[config.mk]
export PLATFORM = sky130hd
export DESIGN_NAME = i2s_tx
export DESIGN_NICKNAME = d
export VERILOG_FILES = /design/src/rtl/i2s_tx.sv
export SDC_FILE = /design/constraint.sdc
export NUM_CORES = 1
export LEC_CHECK = 0
export CAP_MARGIN = 20
export CORE_MARGIN = 2
export CORE_UTILIZATION = 63
export CTS_BUF_LIST = sky130_fd_sc_hd__clkbuf_4
export DETAILED_ROUTE_END_ITERATION = 12
export GPL_TIMING_DRIVEN = 0
export PLACE_DENSITY = 0.88
export SETUP_SLACK_MARGIN = 0.15
export SYNTH_ARGS = -nofsm -noshare
export SYNTH_HDL_FRONTEND = slang
export SYNTH_SLANG_ARGS = --single-unit
export TNS_END_PERCENT = 5
[constraint.sdc]
create_clock -name clk_in -period 3.2 [get_ports clk_in]
set_input_delay 0.64 -clock clk_in [delete_from_list [all_inputs] [get_ports clk_in]]
set_output_delay 0.64 -clock clk_in [all_outputs]
set_load 0.02 [all_outputs]
[src/rtl/i2s_tx.sv]
// I2S master transmitter: divides clk_in into sck/ws and serialises stereo pairs MSB-first.
// Optional I2S_TX_HOLD_LAST_EN: on underrun, repeat the last transmitted pair instead of zeros.
module i2s_tx #(
   parameter int SCALER = 10,
   parameter int DATA_W = 24,
   parameter int SLOT_W = 32
) (
   input  logic              clk_in,
   input  logic              rst_n,
   input  logic              tx_en,
   input  logic              s_valid,
   output logic              s_ready,
   input  logic [DATA_W-1:0] left_data,
   input  logic [DATA_W-1:0] right_data,
   output logic              sck,
   output logic              ws,
   output logic              sd,
   output logic              busy,
   output logic              underrun
);

   localparam int HALF    = SCALER / 2;
   localparam int FRAME_W = 2 * SLOT_W;
   localparam int HC_W    = (HALF > 2) ? $clog2(HALF) : 1;
   localparam int B_W     = $clog2(FRAME_W);

   typedef enum logic {IDLE, RUN} state_t;

   state_t             state_reg;
   logic [HC_W-1:0]    hc_reg;
   logic [B_W-1:0]     b_reg;
   logic [B_W-1:0]     b_next;
   logic [FRAME_W-1:0] hold_reg;
   logic [FRAME_W-1:0] shift_reg;
   logic [FRAME_W-1:0] in_frame;
   logic               hold_full_reg;
   logic               sck_reg;
   logic               ws_reg;
   logic               sd_reg;
   logic               busy_reg;
   logic               underrun_reg;
   logic               half_done;
   logic               wrap;
   logic               ws_next;
`ifdef I2S_TX_HOLD_LAST_EN
   logic [FRAME_W-1:0] last_reg;
`endif

   // Whole frame image: each sample left-aligned in its slot, zero padded below.
   assign in_frame  = (FRAME_W'(left_data) << (FRAME_W - DATA_W))
                    | (FRAME_W'(right_data) << (SLOT_W - DATA_W));

   assign half_done = (hc_reg == HC_W'(HALF - 1));
   assign wrap      = (b_reg == B_W'(FRAME_W - 1));
   assign b_next    = wrap ? '0 : b_reg + B_W'(1);
   // ws is high for bits SLOT_W-1 .. FRAME_W-2, leading each MSB by one bit
   assign ws_next   = (b_next >= B_W'(SLOT_W - 1)) && (b_next != B_W'(FRAME_W - 1));

   always_ff @(posedge clk_in or negedge rst_n) begin
      if (!rst_n) begin
         state_reg     <= IDLE;
         hc_reg        <= '0;
         b_reg         <= '0;
         hold_reg      <= '0;
         shift_reg     <= '0;
         hold_full_reg <= 1'b0;
         sck_reg       <= 1'b0;
         ws_reg        <= 1'b0;
         sd_reg        <= 1'b0;
         busy_reg      <= 1'b0;
         underrun_reg  <= 1'b0;
`ifdef I2S_TX_HOLD_LAST_EN
         last_reg      <= '0;
`endif
      end else begin
         underrun_reg <= 1'b0;
         if (s_valid && !hold_full_reg) begin
            hold_full_reg <= 1'b1;
            hold_reg      <= in_frame;
         end
         case (state_reg)
            IDLE: begin
               if (tx_en) begin
                  state_reg <= RUN;
                  b_reg     <= B_W'(FRAME_W - 1);
                  hc_reg    <= '0;
                  sck_reg   <= 1'b0;
                  busy_reg  <= 1'b1;
               end
            end
            RUN: begin
               if (!half_done) begin
                  hc_reg <= hc_reg + HC_W'(1);
               end else begin
                  hc_reg  <= '0;
                  sck_reg <= ~sck_reg;
                  if (sck_reg) begin
                     if (wrap && !tx_en) begin
                        state_reg <= IDLE;
                        busy_reg  <= 1'b0;
                        sck_reg   <= 1'b0;
                        ws_reg    <= 1'b0;
                        sd_reg    <= 1'b0;
                        b_reg     <= '0;
                     end else begin
                        b_reg  <= b_next;
                        ws_reg <= ws_next;
                        if (!wrap) begin
                           sd_reg    <= shift_reg[FRAME_W-1];
                           shift_reg <= shift_reg << 1;
                        end else if (hold_full_reg) begin
                           sd_reg        <= hold_reg[FRAME_W-1];
                           shift_reg     <= hold_reg << 1;
                           hold_full_reg <= 1'b0;
`ifdef I2S_TX_HOLD_LAST_EN
                           last_reg      <= hold_reg;
`endif
                        end else begin
                           underrun_reg <= 1'b1;
`ifdef I2S_TX_HOLD_LAST_EN
                           sd_reg       <= last_reg[FRAME_W-1];
                           shift_reg    <= last_reg << 1;
`else
                           sd_reg       <= 1'b0;
                           shift_reg    <= '0;
`endif
                        end
                     end
                  end
               end
            end
            default: state_reg <= IDLE;
         endcase
      end
   end

   assign s_ready  = !hold_full_reg;
   assign sck      = sck_reg;
   assign ws       = ws_reg;
   assign sd       = sd_reg;
   assign busy     = busy_reg;
   assign underrun = underrun_reg;

endmodule

# Word-level counts from Yosys, hierarchy flattened
# Cells that the tools add are included.
[classes]
magnitude_cmp = 1
n_reduce_logical = 10
mux = 43
eq_ne = 7
add_sub_neg = 2
n_bitwise = 4
[ops]
columns = ["operator", "count"]
rows = [
  ["2-to-1 mux 64 bit", 2],
  ["bitwise OR 64 x 32 -> 64 bit", 1],
  ["2-to-1 mux 6 bit", 5],
  ["2-to-1 mux 1 bit", 29],
  ["case mux 6 bit (2 select lines)", 1],
  ["AND reduction 4 bit", 2],
  ["adder 6 x 1 -> 6 bit (second input constant)", 1],
  ["equality test 6 bit (second input constant)", 1],
  [">= comparator 6 x 5 -> 1 bit (second input constant)", 1],
  ["2-to-1 mux 3 bit", 2],
  ["inequality test 2 x 1 -> 1 bit (second input constant)", 3],
  ["inequality test 6 bit (second input constant)", 1],
  ["case mux 1 bit (2 select lines)", 3],
  ["case mux 3 bit (2 select lines)", 1],
  ["AND reduction 3 bit", 2],
  ["adder 3 x 1 -> 3 bit (second input constant)", 1],
  ["equality test 3 bit (second input constant)", 1],
  ["logical AND 1 bit", 3],
  ["inverter 1 bit", 3],
  ["zero test 1 bit", 2],
  ["inequality test 2 bit (second input constant)", 1],
  ["AND reduction 2 bit", 1],
]
[word_totals]
output_inout_bits = 6
wordCells = 78
inputBits = 52
reg_bits = 144

# Longest topological paths before layout
# Gate-level depths: netlist of the first run.
[logic_depth]
word_depth = 9
mapped_depth = 9
ltp_nobuf = 6

# Least setup slack after synthesis of the first run
# OpenSTA, ideal clock, no wires.
[synth_path]
kind = "input port to flip-flop"
start = "input port s_valid"
end = "register hold_reg[55]"
setup_ps = 125
path_slack_ps = 1466
path_stages = 4
arrival_time_ps = 1609
path_buffers = 2
required_ps = 3075
path_cell_list = "nor2b_1 -> buf_2 -> buf_2 -> mux2_2"
[synth_between]
elab_chain_len = 1
[synth_lines]
columns = ["element", "line_no", "rtl"]
rows = [
  ["start, declared", "11", "input logic s_valid,"],
  ["logical AND 1 bit", "77", "if (s_valid && !hold_full_reg) begin"],
  ["end signal, assigned", "79", "hold_reg <= in_frame;"],
  ["end, declared", "33", "logic [FRAME_W-1:0] hold_reg;"],
]
# Every way passes these cells.
# A chain may end at the register's enable or synchronous reset.

# Worst setup path in the final report of the first run
[layout_path]
start = "register hold_full_reg"
end = "output port s_ready"
[layout_between]
elab_chain_len = 1
[layout_lines]
columns = ["element", "line_no", "rtl"]
rows = [
  ["start, declared", "36", "logic hold_full_reg;"],
  ["start signal, assigned", "66", "hold_full_reg <= 1'b0;"],
  ["start signal, assigned", "78", "hold_full_reg <= 1'b1;"],
  ["start signal, assigned", "114", "hold_full_reg <= 1'b0;"],
  ["zero test 1 bit", "137", "assign s_ready = !hold_full_reg;"],
  ["end, declared", "12", "output logic s_ready,"],
]
# Every way passes these cells.

==> results, run 1 <==
- The detailed-placement wirelength estimate is 7360 um.
- The clock passes through at most 2 buffers.
- The number of instances resized during post-cts repair is 0.
- The congestion estimate from routability-driven global placement came to about 0.87.
- The residual antenna-violating net count after detailed routing is 0.
- The number of buffers inserted by hold repair at cts is 0.
- Data on the critical path arrives at its endpoint at about 2.1 ns.
- By startpoint and endpoint, the worst setup path is classified as flop to primary output.
- The via count of the first global-routing pass was 4010.
- Dividing total power by cell area gives a power density of 603 nW/um^2.
- The cell row count is 33.
- The count of flip-flops with a built-in enable after synthesis is 0.
- The largest area contributor in the synthesized netlist is sky130_fd_sc_hd__dfrtp_1.
- The overall power consumption is around 3.7 mW.
- The final routed wire length divided by cell count is roughly 17 um.
- After detailed routing, the number of remaining DRC violations is 0.
- The area enclosed by the die boundary is between 8000 and 9000 sq um.
- The number of distinct standard cells referenced by the synthesized netlist is 32.
- The sort of element at the start of the critical path is a flop.
- The per-instance average area after synthesis is about 11 sq um.
- The TritonCTS clock tree is yes.
- Max-cap violations in this run came to 0.
- The routed via count is ~4000.
- Setup violations remaining at the end of the flow were counted as 0.
- For the worst-skew pair, the clock arrives at the later sink with an insertion delay of 0.50 ns.
- The number of levels in the clock H-tree is 4.
- The clock-pin slew on the worst setup and hold paths is approximately 0.10 ns.
- The number of inserted diodes is 0.
- IR analysis of the VDD net gives a maximum drop of ~310 uV.
- The total count of max-transition violations in the final report is 0.
- The post-route netlist has 19.7% of its cells at a drive strength greater than 1.
- Cells fill around 76% of the core in the end.
- The cell count after synthesis came out at 486.
- Global routing consumed, over all layers together, a little over a quarter of the routing resources.
- Relative to the synthesized area, the layout overhead comes to 19.3%.
- The number of synthesized register bits is between 100 and 150.
- For this run, the leading register cell type out of synthesis is sky130_fd_sc_hd__dfrtp_1.
- The master cell of the clock root buffer is sky130_fd_sc_hd__clkbuf_4.
- The worst-case headroom to the max-slew limit is about two fifths.
- Counting flops with an async set or reset pin after synthesis yields a share of between 90% and 100%.
- Sorting the synthesized cells by area gives the leading types as sky130_fd_sc_hd__dfrtp_1 (57%), sky130_fd_sc_hd__mux2_2 (11%), sky130_fd_sc_hd__a31oi_1 (5.9%).
- The Yosys warning count is 0.
- The width of the chip is about 95 um.
- The net count after synthesis is 542.
- The critical path data required time is between 2 and 3 ns.
- The most common cell after layout, fill and taps aside is sky130_fd_sc_hd__dfrtp_1.
- The total standard cell area after synthesis is approximately 5200 sq um.
- The number of hold violations in the final report is 0.
- The classification of the worst-slack hold path is primary input to async pin.
- The core region is between 8000 and 9000 sq um.
- The routed wire length is roughly 11000 um.
- For this design the top-level I/O count stands at just under 60.
- The initial antenna violation count was 0.
- Setup repair after global routing left no endpoint under its margin.
- The overflow left after global routing is 0.
- The count of input and output buffers is 56.
- The area of all placed cells without fillers is a little over 6000 sq um.
- Entering global routing, the biggest net connects 62 pins.
- The first-pass GRT wire length is 18800 um.
- The minimum period implied by the final worst setup slack is approximately 2.8 ns.
- Clock tree synthesis found a total of 119 sinks.
- The critical-path maximum fanout is 10.
- Leaving out fill and tap cells, the most frequent cells in the layout are sky130_fd_sc_hd__dfrtp_1 (119), sky130_fd_sc_hd__nand2_1 (60), sky130_fd_sc_hd__nand3_1 (55), sky130_fd_sc_hd__clkdlybuf4s50_1 (55), sky130_fd_sc_hd__nor2_1 (51).
- After detailed placement, the total cell area comes to between 5000 and 6000 sq um.
- The endpoint kind of the worst setup timing path is a primary output.
- The initial utilization of the core area, before any placement, comes to about 64%.
- The worst setup skew after layout is 0.0130 ns.
- The fraction of the yosys area taken by sequential cells is between 50% and 60%.
- Before antenna repair, the detailed router went through 6 iterations.
- Measured along the y axis, the die boundary spans approximately 95 um.
- The net count reported at finish is roughly 620.
- The slew of the pin with the lowest slew margin is ~0.9 ns.
- The register with the most flip-flops in the layout has 55 of them.
- The flow ran to the end, and the final reports show no timing, DRC or antenna violations.
- The leakage dissipation is approximately 2.7 nW.
- The share of synthesized area in the top cell type comes to 57.4%.
- After detailed routing, the number of vias per cell comes to 5.96.
- The CTS buffer count is 17.
- The timing-limited maximum frequency is between 300 and 400 MHz.
- Once the clock tree was built, the setup fixing pass inserted 0 buffers.
- The final critical path takes up around 87% of the cycle.
- The first routing iteration left 422 violations.
[through the flow]
step / std cells / hold slack, ns / worst slack, ns / setup TNS, ns
final: 679 / 0.0910 / 0.421 / 0
after floorplan: 486 / 0.344 / 1.47 / 0
after CTS: 679 / 0.0903 / 0.241 / 0
after global routing: 679 / 0.0808 / 0.250 / 0
after global placement: 647 / 0.468 / -2.86 / -339.67
after detailed placement: 648 / 0.468 / 0.613 / 0
[final timing paths]
path,startpoint,end,slack (ns),cells past startpoint
max in group asynchronous,rst_n,hold_reg[56]$_DFFE_PN0P_,2.43,2
min,rst_n,sck$_DFFE_PN0P_,0.09,1
max reg2reg,b_reg[1]$_DFFE_PN0P_,ws$_DFFE_PN0P_,0.98,5
max,hold_full_reg$_DFF_PN0_,s_ready,0.42,4
min reg2reg,ws$_DFFE_PN0P_,ws$_DFFE_PN0P_,0.49,2
min in group clk_in,ws$_DFFE_PN0P_,ws$_DFFE_PN0P_,0.49,2
[cell usage after synthesis (4+ instances only)]
master	number
sky130_fd_sc_hd__nor2_1	51
sky130_fd_sc_hd__nand2_1	60
sky130_fd_sc_hd__dfrtp_1	119
sky130_fd_sc_hd__a21oi_1	4
sky130_fd_sc_hd__nand3_1	55
sky130_fd_sc_hd__a31oi_1	49
sky130_fd_sc_hd__buf_4	6
sky130_fd_sc_hd__o21ai_0	15
sky130_fd_sc_hd__buf_2	21
sky130_fd_sc_hd__mux2_2	49
sky130_fd_sc_hd__a22o_1	9
sky130_fd_sc_hd__clkbuf_1	10
sky130_fd_sc_hd__ha_1	4
sky130_fd_sc_hd__inv_1	6
[where the power goes]
part / internal, mW / switching (mW)
Clock: 0.542 / 0.539
Sequential: 1.84 / 0.204
Combinational: 0.344 / 0.263
[cell type report]
| cell class | instances | area, sq um |
|---|---|---|
| Tap cell | 105 | 131 |
| Buffer | 40 | 223 |
| Clock buffer | 19 | 143 |
| Fill cell | 534 | 1910 |
| Inverter | 6 | 22.5 |
| Timing Repair Buffer | 57 | 589 |
| Clock inverter | 12 | 135 |
| Multi-Input combinational cell | 321 | 1960 |
| Sequential cell | 119 | 2980 |
[metal layers]
| layer | vias to the layer above | share of wire, % | track usage, % |
|---|---|---|---|
| li1 | 1865 | - | - |
| met3 | 20 | 5.5 | 7.50 |
| met4 | 0 | 1.6 | 11.2 |
| met2 | 170 | 51 | 44.2 |
| met5 | - | 0 | 0 |
| met1 | 1991 | 42 | 35.5 |
[critical path, stage by stage, from the launching register on]
cell and delay (ns):
sky130_fd_sc_hd__dfrtp_1 0.37, sky130_fd_sc_hd__clkbuf_1 0.34, sky130_fd_sc_hd__clkbuf_2 0.34, sky130_fd_sc_hd__inv_1 0.06, sky130_fd_sc_hd__clkdlybuf4s50_1 0.53
[cells by family after synthesis]
kind of cell | count (synthesis) | synth area share [%]
AOI/OAI and AO/OA | 87 | 10.9
buffers and inverters | 46 | 4.71
xor gates and xnor gates | 1 | 0.169
DFF | 119 | 57.4
muxes | 49 | 10.6
and+or+nand+nor | 180 | 15.2
adders and majority gates | 4 | 0.966
Power figures use the tool's default switching activity.
==> run 2, diff against run 1 <==
--- a/config.mk
+++ b/config.mk
@@ -9,7 +9,9 @@
 export CORE_MARGIN = 2
 export CORE_UTILIZATION = 63
 export CTS_BUF_LIST = sky130_fd_sc_hd__clkbuf_4
+export CTS_CLUSTER_DIAMETER = 120
 export DETAILED_ROUTE_END_ITERATION = 12
+export GPL_ROUTABILITY_DRIVEN = 0
 export GPL_TIMING_DRIVEN = 0
 export PLACE_DENSITY = 0.88
 export SETUP_SLACK_MARGIN = 0.15
==> results of run 2 <==
The final DEF is identical to that of run 1; final timing and power are the same.
==> run 3, diff against run 2 <==
--- a/config.mk
+++ b/config.mk
@@ -7,13 +7,12 @@
 export LEC_CHECK = 0
 export CAP_MARGIN = 20
 export CORE_MARGIN = 2
-export CORE_UTILIZATION = 63
+export CORE_UTILIZATION = 35
 export CTS_BUF_LIST = sky130_fd_sc_hd__clkbuf_4
 export CTS_CLUSTER_DIAMETER = 120
 export DETAILED_ROUTE_END_ITERATION = 12
 export GPL_ROUTABILITY_DRIVEN = 0
 export GPL_TIMING_DRIVEN = 0
-export PLACE_DENSITY = 0.88
 export SETUP_SLACK_MARGIN = 0.15
 export SYNTH_ARGS = -nofsm -noshare
 export SYNTH_HDL_FRONTEND = slang
==> run 3 against run 2 <==
Sequential power barely moved. Sequential cell count is the same. Fmax fell by 0.62%. Critical path depth did not move. Cell area is essentially flat. Register-to-register slack improved by 0.04 ns. Worst hold slack worse by 0.051 ns. Highest routed layer unchanged.
==> results, run 3 (synthesized netlist as in run 1, its figures left out) <==
- The worst slack after detailed placement is roughly 0.51 ns.
- Clock skew on the completed layout was measured at roughly 0.016 ns.
- Detailed routing inserted a total of between 3000 and 4000 vias.
- The number of clock sinks is 119.
- The kind of cell with the highest combined delay along the critical path is buffers and inverters.
- The post-detailed-route DRC marker count is 0.
- The number of inserted diodes is 0.
- The endpoint kind of the worst setup timing path is a primary output.
- The sum of met3 wire segment lengths after detailed routing is 351 um.
- The die covers approximately 16000 sq um.
- TritonCTS created 17 clock buffers.
- Walking the worst path, the cells encountered are clkbuf_1 > clkbuf_2 > inv_1 > clkdlybuf4s50_1.
- The master cell of the clock root buffer is sky130_fd_sc_hd__clkbuf_4.
- Headroom to the max-slew limit came out at between 40% and 50%.
- The top cell types in the final layout, fill and taps aside, are sky130_fd_sc_hd__dfrtp_1 (119), sky130_fd_sc_hd__nand2_1 (60), sky130_fd_sc_hd__nand3_1 (55), sky130_fd_sc_hd__clkdlybuf4s50_1 (55), sky130_fd_sc_hd__nor2_1 (51).
- The end of the worst register-to-register path is hold_reg[56]$_DFFE_PN0P_.
- For this run, the slowest stage of the critical path takes around 0.54 ns.
- The highest layer touched by signal routing is met4.
- The signal arrival time at the worst endpoint is roughly 2.2 ns.
- Dividing the final minimum period by the clock period gives between 80% and 90%.
- The worst setup path is launched from a flop.
- Using the TritonRoute via totals, the vias-per-cell ratio works out to a little over 5.
- The number of buffers on the longest clock path is 2.
- The classification of the worst-slack hold path is primary input to async pin.
- The detailed-placement wirelength estimate is around 7500 um.
- The final layout contains routed wiring with a total length of roughly 11000 um.
- Across every metal layer, demand over resource in global routing totals between 10% and 20%.
- TritonCTS built the clock tree.
- In the post-route analysis, the smallest setup slack over all paths is between 0.4 and 0.5 ns.
- The type of the setup path with the least slack is flop to primary output.
- The worst register-to-register path has a setup slack of just over 1 ns.
- The number of cells on the worst reg-to-reg path is 5.
- The footprint of the multi-input gates is ~2000 sq um.
- The number of design-rule violations left by the first detailed-router iteration is ~250.
- Compared with the post-synthesis result, the final layout area differs by 19.4%.
- In the final routed layout, each cell accounts on average for around 14 um.
- The number of hold violations in the final report came to 0.
- The total count of max-transition violations in the final report is 0.
- The die is between 100 and 150 um wide.
- Hold is met by between 0.03 and 0.04 ns.
- The critical path data required time is between 2 and 3 ns.
- The slew of the pin with the lowest slew margin is 0.752 ns.
- The first detailed-routing pass took 5 iterations.
- In this run the number of cells on the critical path is 4.
- In this run the standard cell core region covers about 14000 sq um.
- Setup repair after global routing left no endpoint under its margin.
- Once detail routing completed, the nets flagged for antenna violations numbered 0.
- The cell area after placement is 6000 sq um.
- The cell with the biggest individual delay on the critical path is sky130_fd_sc_hd__clkdlybuf4s50_1.
- The final layout contains just over 600 nets.
- The clock network latency to the later pin of the worst-skew pair is approximately 0.52 ns.
- After global routing the overflow that remains totals 0.
- For this design the ratio of total power to cell area is 551 nW/um^2.
- The initial antenna violation count is 0.
- In this run the count of I/O pins placed on the die edge is 58.
- The tool flagged a number of max-cap violations equal to 0.
- Port buffering added between 50 and 60 buffers.
- Summing all non-filler instances in the final layout gives an area of around 6200 sq um.
- The flip-flop count of the largest register after layout is 55.
- The number of levels in the clock H-tree is 4.
- The critical register-to-register path startpoint is hold_full_reg$_DFF_PN0_.
- The via count of the first global-routing pass is ~3800.
- The flow ran to the end, and the final reports show no timing, DRC or antenna violations.
- Based on the critical path, the design can be clocked at up to approximately 360 MHz.
- The routed design uses around 5100 um of met2 wire.
- Summed over all cells, the static leakage comes to between 2 and 3 nW.
- The cell row count is 44.
- The clock-pin slew on the worst setup and hold paths is around 0.10 ns.
- The sum of buffers and inverters on the critical path is 4.
- The number of setup buffers added after CTS is 0.
- Counting the fill cells in the layout gives ~1400.
- The sequential cells in the finished layout cover a total of approximately 3000 sq um.
- Setup violations remaining at the end of the flow were counted as 0.
- Once the floorplan was initialized, standard cells occupied between 30% and 40% of the core.
- The first-pass GRT wire length is between 15000 and 20000 um.
- The library cell used most frequently in the layout, excluding fill and tap cells, is sky130_fd_sc_hd__dfrtp_1.
- Cells fill 42.7% of the core in the end.
- Entering global routing, the biggest net connects 75 pins.
- The maximum vdd ir drop is around 320 uV.
- The critical-path maximum fanout is 10.
- For this block, wires on met1 add up to approximately 5000 um.
- The worst setup path startpoint is hold_full_reg$_DFF_PN0_.
- The minimum period implied by the final worst setup slack is ~2.8 ns.
- In the final layout, the share of cells above drive strength 1 is about 19%.
- The die boundary height is ~130 um.
==> run 3: layout make-up <==
cell class,instances,area share (%)
well taps,184,3.72
clock buffers,19,2.30
multi-input cells,321,31.7
flip-flops and latches,119,48.1
inverters,6,0.364
clock inverters,10,0.667
plain buffers,40,3.60
repair buffers,57,9.52
==> run 3: worst register-to-register path, delay by kind of cell, from the launching register on <==
family	cells	cell delay (ns)
buffers and inverters	3	0.91
AND/OR/NAND/NOR	1	0.42
multiplexers	1	0.37
flip-flops	1	0.36
==> run 3: timing repair <==
action | 4_1_cts | 5_1_grt
hold buffers | 0 | 0
gates resized for setup | 0 | 2
setup endpoints to repair | 0 | 1
==> run 3: metrics by stage <==
stage          power, mW  instances  setup TNS (ns)
2_1_floorplan       2.42        486               0
3_5_place_dp        2.67        727               0
3_3_place_gp        2.63        726         -364.53
6_report            3.41        756               0
5_1_grt             3.64        756               0
4_1_cts             3.46        756               0
==> run 3: worst max-delay path by stage <==
stage / endpoint / slack [ns]
after floorplan: hold_reg[55]$_DFFE_PN0P_ / 1.47
after global placement: hold_reg[29]$_DFFE_PN0P_ / -3.07
after detailed placement: hold_reg[55]$_DFFE_PN0P_ / 0.51
after CTS: s_ready / 0.17
after global routing: s_ready / 0.20
final: s_ready / 0.40
==> run 3: per-layer routing <==
| metal | up-vias | track usage (%) |
|---|---|---|
| met4 | 0 | 5.42 |
| met1 | 1909 | 19.1 |
| met5 | - | 0 |
| met2 | 67 | 22.1 |
| li1 | 1865 | - |
| met3 | 14 | 3.91 |
==> run 3: where the power goes <==
part | internal (mW) | switching (mW) | total (mW)
logic | 0.343 | 0.246 | 0.589
clock network | 0.288 | 0.505 | 0.793
registers | 1.84 | 0.192 | 2.03
